$ cat config.mk
export PLATFORM = sky130hd
export DESIGN_NAME = serial_word_tx
export DESIGN_NICKNAME = d
export VERILOG_FILES = /design/src/rtl/serial_word_tx.sv
export SDC_FILE = /design/constraint.sdc
export NUM_CORES = 1
export LEC_CHECK = 0
export ABC_AREA = 1
export BUFFER_PORTS_ARGS = -buffer_cell sky130_fd_sc_hd__buf_2
export CORE_AREA = 2 2 39 41
export DETAILED_ROUTE_END_ITERATION = 8
export DIE_AREA = 0 0 41 43
export PLACE_DENSITY = 0.72
export SYNTH_ARGS = -nofsm -noshare
export SYNTH_HDL_FRONTEND = slang
export SYNTH_SLANG_ARGS = --single-unit
export TNS_END_PERCENT = 30
$ cat constraint.sdc
create_clock -name clk -period 1.35 [get_ports clk]
set_input_delay 0.135 -clock clk [delete_from_list [all_inputs] [get_ports clk]]
set_output_delay 0.135 -clock clk [all_outputs]
set_load 0.05 [all_outputs]
$ cat src/rtl/serial_word_tx.sv
// serial_word_tx: parallel-to-serial word transmitter, MSB first, with a fixed idle gap after each word.
// Ports: clk (rising edge), rst (async active-low), load_valid/load_data/load_ready (word handshake),
//        ser_out/ser_valid (serial bit stream), done (pulse on the final bit of a word).
// Optional: define SER_PARITY_EN to append an even-parity bit after the data bits.
module serial_word_tx #(
    parameter int WIDTH = 3,
    parameter int GAP   = 1
) (
    input  logic             clk,
    input  logic             rst,
    input  logic             load_valid,
    input  logic [WIDTH-1:0] load_data,
    output logic             load_ready,
    output logic             ser_out,
    output logic             ser_valid,
    output logic             done
);
    localparam int MAXC = (WIDTH - 1 > GAP) ? WIDTH - 1 : GAP;
    localparam int CW   = (MAXC < 1) ? 1 : $clog2(MAXC + 1);
    localparam logic [CW-1:0] W_LOAD   = CW'(WIDTH - 1);
    localparam logic [CW-1:0] GAP_LOAD = CW'((GAP > 0) ? GAP - 1 : 0);
    typedef enum logic [1:0] {
        IDLE,
        SHIFT,
`ifdef SER_PARITY_EN
        GAP_WAIT,
        PARITY
`else
        GAP_WAIT
`endif
    } state_t;
    localparam state_t AFTER_WORD = (GAP > 0) ? GAP_WAIT : IDLE;
    state_t          state;
    logic [WIDTH-1:0] sr;
    logic [CW-1:0]   cnt;
`ifdef SER_PARITY_EN
    logic            par;
`endif
    always_ff @(posedge clk or negedge rst) begin
        if (!rst) begin
            state <= IDLE;
            sr    <= '0;
            cnt   <= '0;
`ifdef SER_PARITY_EN
            par   <= 1'b0;
`endif
        end else begin
            case (state)
                IDLE: if (load_valid) begin
                    sr    <= load_data;
                    cnt   <= W_LOAD;
                    state <= SHIFT;
`ifdef SER_PARITY_EN
                    par   <= ^load_data;
`endif
                end
                SHIFT: if (cnt == '0) begin
`ifdef SER_PARITY_EN
                    state <= PARITY;
`else
                    state <= AFTER_WORD;
`endif
                    cnt   <= GAP_LOAD;
                end else begin
                    sr  <= sr << 1;
                    cnt <= cnt - 1'b1;
                end
                GAP_WAIT: if (cnt == '0) state <= IDLE; else cnt <= cnt - 1'b1;
`ifdef SER_PARITY_EN
                PARITY: state <= AFTER_WORD;
`endif
                default: state <= IDLE;
            endcase
        end
    end
    // Outputs decode only from flops, so reset clears them immediately.
    always_comb begin
        load_ready = rst && state == IDLE;
`ifdef SER_PARITY_EN
        ser_valid  = state == SHIFT || state == PARITY;
        ser_out    = (state == SHIFT && sr[WIDTH-1]) || (state == PARITY && par);
        done       = state == PARITY;
`else
        ser_valid  = state == SHIFT;
        ser_out    = state == SHIFT && sr[WIDTH-1];
        done       = state == SHIFT && cnt == '0;
`endif
    end
endmodule

### Yosys cells after proc, flatten, opt, wreduce, memory -nomap -nowiden

Cells that the tools add are included.

| word-level totals | value |
|---|---|
| latch bits | 0 |
| bits in read-only memories | 0 |
| logic and storage cells | 32 |
| flip-flop bits (word level) | 7 |
| memory bits (writable) | 0 |
| memories | 0 |

| cells by class | value |
|---|---|
| divide/modulo/power cells | 0 |
| mux-type cells | 11 |
| add/sub/neg operators | 1 |
| shift operators | 0 |
| equality and inequality tests | 7 |
| $mul | 0 |
| reduce and logical (&&, ||, !) cells | 10 |
| bitwise gates (word level) | 0 |
| magnitude comparators | 0 |

Operator list:

| operator | number |
|---|---|
| $mux 2 | 6 |
| $pmux 2 s3 | 2 |
| $reduce_and 3->1 | 3 |
| $ne 2x2->1 const B | 4 |
| $mux 3 | 2 |
| $pmux 3 s2 | 1 |
| $logic_not 2->1 | 2 |
| $logic_and 1x1->1 | 3 |
| $reduce_bool 3->1 | 1 |
| $eq 2x1->1 const B | 1 |
| $eq 2x2->1 const B | 1 |
| $ne 2x1->1 const B | 1 |
| $reduce_bool 2->1 | 1 |
| $sub 2x1->2 const B | 1 |

### Logic depth before layout (Yosys ltp)

Gate-level depths: netlist of the first run.

| logic depth | value |
|---|---|
| word-level depth | 3 |
| gate-level depth with buffers | 9 |
| gate-level depth less buffers | 8 |

### Worst setup path before layout of the first run

OpenSTA, ideal clock, no wires.

| path | value |
|---|---|
| kind | register -> output |
| start point | reg state[1] |
| end point | out done |
| cell stages (with the launch flop) | 6 |
| data required time | 1.215 ns |
| path buffers | 1 |
| arrival time | 1.541 ns |
| path slack | -0.326 ns |
| cell sequence | dfrtp_1 -> inv_1 -> ha_1 -> buf_6 -> nand2_1 -> inv_1 |

| on the way | value |
|---|---|
| cells in the longest elaborated chain, start to end | 2 |

RTL lines:

| item | RTL line | text |
|---|---|---|
| from (decl) | 33 | `state_t state;` |
| from (signal assigned) | 41 | `state <= IDLE;` |
| from (signal assigned) | 52 | `state <= SHIFT;` |
| from (signal assigned) | 61 | `state <= AFTER_WORD;` |
| $eq 2x1->1 | n/a |  |
| via ser_valid | 15 | `output logic ser_valid,` |
| $logic_and 1x1->1 | 86 | `done = state == SHIFT && cnt == '0;` |
| to (decl) | 16 | `output logic done` |

The timed path passes the listed nets, and every way through them passes these cells.

### Final worst setup path of the first run

| path | value |
|---|---|
| start point | reg state[1] |
| end point | out ser_out |

| on the way | value |
|---|---|
| cells in the longest elaborated chain, start to end | 2 |

RTL lines:

| item | RTL line | text |
|---|---|---|
| $eq 2x1->1 | 85 | `ser_out = state == SHIFT && sr[WIDTH-1];` |
| $logic_and 1x1->1 | 85 |  |
| to (decl) | 14 | `output logic ser_out,` |

No other way between the ends.

==> results_dict.tcl, run 1 <==
set metrics [dict create \
    worst-path-buf-inv 3 \
    cts_max_level 1 \
    place_congestion 0.760 \
    io_pins 10 \
    start_util_pct 41.3 \
    antenna_found_initial 0 \
    antennaDiodeCount 0 \
    slew_violations 0 \
    first_pass_iters 4 \
    via_per_inst 4.47 \
    grt-busiest-layer "met2" \
    dp.cells 103 \
    root_buffer "clkbuf_4" \
    async_flop_share_pct 100 \
    die_h_um 43 \
    netlist_area_um2 572 \
    grt_util_met2_pct 23.8 \
    powerDensity_nw_per_um2 2740 \
    fmax_mhz 745 \
    rows 14 \
    slowest_delay_ns 0.39 \
    ir_drop_mv 1.02 \
    power_mw 2.29 \
    dp_hpwl_um 825 \
    wire_per_inst_um 9.86 \
    yosys_warnings 0 \
    cp.required_ns 1.22 \
    syn_to_final_growth_pct 46.4 \
    fin_nets 116 \
    synthCells 78 \
    clock_skew_ns 0.00398 \
    cp.depth 5 \
    avgSynthCellArea_um2 7.33 \
    routed_wirelength_um 1140 \
    final_layout_size_suffix_gt1_share_pct 38.0 \
    numCtsBuffers 3 \
    portBuffers 9 \
    arrival_ns 1.21 \
    die-width_um 41 \
    clock_sinks 7 \
    relSlewSlack_pct 78.0 \
    worstSkewPairLatency_ns 0.25 \
    synth_top_area_share_pct 30.6 \
    r2r_start "state[0]" \
    die-area_um2 1760 \
    post-route-period-util_pct 99.4 \
    cp_slowest_cell "dfrtp_1" \
    crit_end "ser_out" \
    ant_nets 0 \
    placed_cell_area_um2 649 \
    period_needed_ns 1.34 \
    setup_tns_ns 0 \
    crit-reg2reg-capture "sr[1]" \
    cp_max_fo 4 \
    min_path_type "input pin to flip-flop" \
    core-area_um2 1380 \
    clk_pin_slew_ns 0.05 \
    overflow 0 \
    grt_pass1_vias 462 \
    seq_area_frac_synth_pct 30.6 \
    path_cells "inv_2 > ha_1 > nand2_1 > inv_1 > buf_6" \
    track_usage_pct 14.3 \
    status "finished, final reports clean" \
    ys_ff_latch 7 \
    cts_tree "built" \
    setup_viol_count_final 0 \
    drv_cap 0 \
    startpoint_type "flip-flop" \
    ys_types 13 \
    drc 0 \
    grt_max_degree 8 \
    critical-path-top-delay-family "flip-flops" \
    critPathLaunch "state[1]" \
    synth_area_leaders "dfrtp_1 (31%), ha_1 (20%), nand2_1 (18%)" \
    grt_pass1_wl_um 1750 \
    fillers 112 \
    synthFlopType "dfrtp_1" \
    clk_path_buf_depth 2 \
    rrSetupSlack_ns 0.03 \
    num_vias 518 \
    tightest_slew_ns 0.329 \
    synth_edf_count 0 \
    synthTopCellsByCount "nand2_1 (27), inv_1 (16), ha_1 (9)" \
    synth_fp_nets 93 \
    hold_violations 0 \
    rsz0062_at_grt "yes" \
    r2r_cells 7 \
    timing.setup.critical_path_class "flip-flop to output pin" \
    use_met3_pct 3.14 \
    p_leak_nw 0.470 \
    yosysMostFrequentCell "nand2_1" \
    fin_area_um2 837 \
    drtIter0Drc 10 \
    grt_use_met1_pct 17.6 \
    instances_no_fill 116 \
    worstSetupEndpointType "output pin" \
    synth_largest_area_cell "dfrtp_1" \
]
==> power breakdown <==
group	switching (mW)	total, mW	internal, mW
combinational	0.969	1.70	0.730
clock	0.0757	0.188	0.113
sequential	0.0816	0.402	0.320
total	1.13	2.29	1.16
==> state kept, by name, summed over array words and instances (netlist names) <==
register	cells
state	2
cnt	2
sr	3
==> cell usage in the layout (no fill, tap or decap) <==
cell type      count
a21boi_1           1
a21oi_1            2
buf_2              5
buf_4              7
buf_6              4
buf_8              1
clkbuf_1           1
clkbuf_4           4
clkinvlp_4         1
dfrtp_1            6
dfrtp_2            1
dlygate4sd3_1      1
ha_1               5
ha_2               2
ha_4               2
inv_1             12
inv_2              2
inv_4              1
inv_6              1
nand2_1           23
nand2_2            1
nand2_4            4
nand3_1            3
nand3_4            2
nor2_1             3
o21ai_1            5
==> routing by layer <==
layer / share of wire (%) / up-vias
met3: 1.8 / 2
li1: - / 278
met2: 54 / 7
met1: 44 / 231
met5: 0 / -
met4: 0.79 / 0
==> cells by family (layout without fill, tap and decap cells) <==
logic type / after synthesis / in the layout / share of synthesized area (%)
and+or+nand+nor: 36 / 36 / 28.2
DFF: 7 / 7 / 30.6
buffers and inverters: 18 / 40 / 14.0
AOI/OAI and AO/OA: 8 / 8 / 7.44
adders and majority gates: 9 / 9 / 19.7
==> worst reg2reg max path, cell delays in order (launching register included) <==
cell,delay (ns)
dfrtp_2,0.45
ha_4,0.20
buf_4,0.14
buf_6,0.12
nand2_4,0.06
nand3_4,0.09
nand2_1,0.09
o21ai_1,0.06
==> area by class of cell <==
cell class,instances,area (um^2),area share [%]
Multi-Input combinational cell,53,384,45.9
Tap cell,16,20.0,2.39
Sequential cell,7,176,21.1
Inverter,17,75.1,8.97
Clock buffer,4,26.3,3.14
Timing Repair Buffer,19,155,18.5
==> worst min-delay path by stage <==
stage / from / to / slack, ns / depth (start not counted)
floorplan: rst / cnt[0] / -0.16 / 0
global placement: rst / sr[2] / -0.02 / 1
detailed placement: rst / state[1] / -0.02 / 1
CTS: load_data[0] / sr[0] / 0.14 / 3
global route: load_data[0] / sr[0] / 0.16 / 3
finish: load_data[0] / sr[0] / 0.14 / 3
==> per-stage QoR <==
| step | setup WS, ns | utilization, % | hold slack [ns] |
|---|---|---|---|
| floorplan | 0.0217 | - | -0.161 |
| global placement | 0.0317 | 46.9 | -0.0195 |
| detailed placement | -0.0415 | 46.9 | -0.0196 |
| CTS | -0.0201 | 54.9 | 0.140 |
| global route | -0.0362 | 60.5 | 0.156 |
| finish | 0.00745 | 60.5 | 0.139 |
==> repair_timing <==
item	4_1_cts	5_1_grt
endpoints found under the hold margin	7	0
pin swaps	1	5
hold buffers	1	0
setup endpoints to repair	6	10
setup buffers	6	2
gates resized for setup	13	16
No activity file was read; power rests on OpenSTA's default activity.
==> run 2: changes to the inputs <==
==> constraint.sdc (replaced) <==
create_clock -name clk -period 1.35 [get_ports clk]
set_input_delay 0.0675 -clock clk [delete_from_list [all_inputs] [get_ports clk]]
set_output_delay 0.0675 -clock clk [all_outputs]
set_load 0.05 [all_outputs]
==> run 2 against run 1 <==
Net effect:
- clock-buffer cell count unchanged
- critical path depth unchanged
- final area down 12%
- highest routed layer is now met3
- core utilization down 7.2 points
- fmax up 3.5%
- register-to-register slack better by 0.05 ns
- critical path type unchanged
==> results_dict.tcl, run 2 (synthesis gave the netlist of run 1 again) <==
set metrics [dict create \
    placed_cell_area_um2 642 \
    wire_per_inst_um 9.59 \
    arrival_ns 1.23 \
    clk_path_buf_depth 2 \
    fmax_mhz 771 \
    rows 14 \
    cp_slowest_cell "dfrtp_2" \
    die-area_um2 1760 \
    reg_top3 "sr: 3 flops, cnt: 2 flops, state: 2 flops" \
    fin_area_um2 737 \
    clock_skew_ns 0.000931 \
    p_leak_nw 0.411 \
    grt_max_degree 9 \
    antenna_found_initial 0 \
    die_h_um 43 \
    preCtsSetupSlack_ns -0.0122 \
    powerDensity_nw_per_um2 2630 \
    tightest_slew_ns 0.246 \
    worstSkewPairLatency_ns 0.25 \
    final_common_cell "nand2_1" \
    ir_drop_mv 0.948 \
    clock_sinks 7 \
    largest_reg_flops 3 \
    overflow 0 \
    status "finished, final reports clean" \
    cp_max_fo 4 \
    layout_common_cells "nand2_1 (26), inv_1 (12), dfrtp_1 (6), buf_2 (6)" \
    die-width_um 41 \
    min_path_type "input pin to flip-flop" \
    grt_pass1_wl_um 1670 \
    cp.required_ns 1.28 \
    grt_pass1_vias 420 \
    postLayoutSetupSlackWorst_ns 0.0525 \
    path_cells "inv_2 > ha_2 > nand2_1 > inv_1 > buf_6" \
    syn_to_final_growth_pct 28.9 \
    numCtsBuffers 3 \
    startpoint_type "flip-flop" \
    dp_hpwl_um 747 \
    cts_max_level 1 \
    portBuffers 9 \
    post-route-period-util_pct 96.1 \
    slew_violations 0 \
    timing.setup.critical_path_class "flip-flop to output pin" \
    cts_tree "built" \
    start_util_pct 41.3 \
    period_needed_ns 1.30 \
    relSlewSlack_pct 83.7 \
    io_pins 10 \
    drv_cap 0 \
    drtIter0Drc 4 \
    hold_violations 0 \
    ant_nets 0 \
    final_layout_size_suffix_gt1_share_pct 31.6 \
    antennaDiodeCount 0 \
    place_congestion 0.767 \
    via_per_inst 4.29 \
    first_pass_iters 2 \
    core-area_um2 1380 \
    critical-path-top-delay-family "flip-flops" \
    root_buffer "clkbuf_4" \
    worst-path-buf-inv 3 \
    rsz0062_at_grt "yes" \
    fin_nets 111 \
    regMostFlops "sr" \
    drc 0 \
    worstSetupEndpointType "output pin" \
    num_vias 476 \
    setup_viol_count_final 0 \
    slowest_delay_ns 0.44 \
    clk_pin_slew_ns 0.05 \
    routed_wirelength_um 1060 \
    track_usage_pct 14.0 \
]
==> run 2: changes by cell type in the layout (fill, tap and decap cells not counted), moves of 2 or more <==
cell and delta:
buf_4 -2, nand2_4 -3, buf_6 -2, nand2_1 +3
==> run 2: layout make-up <==
cell class	count	area, um^2
fillers	130	647
multi-input cells	53	342
flip-flops and latches	7	176
repair buffers	14	100
inverters	17	72.6
clock buffers	4	26.3
well taps	16	20.0
==> run 2: metrics by stage <==
step | instances | hold slack (ns) | util, % | total power, mW | setup TNS (ns)
3_5_place_dp | 102 | -0.0857 | 46.4 | 1.58 | -0.0182
4_1_cts | 109 | 0.0660 | 50.7 | 1.87 | 0
3_3_place_gp | 102 | -0.0868 | 46.4 | 1.57 | 0
6_report | 111 | 0.0717 | 53.3 | 1.94 | 0
5_1_grt | 111 | 0.0831 | 53.3 | 2.15 | -0.0674
2_1_floorplan | 78 | -0.228 | - | 1.40 | 0
==> run 2: timing repair <==
action	in CTS	in global routing
setup buffers	2	2
resized for setup	7	8
endpoints found under the setup margin	6	8
hold buffers	1	0
hold endpoints to repair	7	0
==> run 2: worst paths after layout <==
check                             startpoint    endpoint  slack, ns  cells past startpoint
worst min register to register         sr[0]       sr[0]       0.50                      2
min in group asynchronous                rst       sr[2]       0.20                      2
worst max-delay path                state[0]  load_ready       0.05                      5
worst min-delay path            load_data[0]       sr[0]       0.07                      3
worst max register to register      state[1]       sr[1]       0.08                      8
max in group asynchronous                rst    state[0]       0.97                      2
==> run 2: where the power goes <==
part	switching, mW	leakage (nW)	total (mW)	internal [mW]
Clock	0.0754	0.0150	0.188	0.113
Combinational	0.816	0.309	1.34	0.521
Sequential	0.0912	0.0871	0.411	0.320
Total	0.982	0.411	1.94	0.954
==> run 2: tightest hold or removal path, cell delays in order <==
cell,delay [ns]
buf_2,0.09
nand2_1,0.05
o21ai_1,0.06
==> run 2: per-layer routing <==
metal  vias up  share of wire, %  GRT usage (%)
li1        268                 -              -
met1       204                50           19.0
met2         4                49           20.6
met3         0              0.94           1.57
met4         0                 0           8.00
met5         -                 0              0
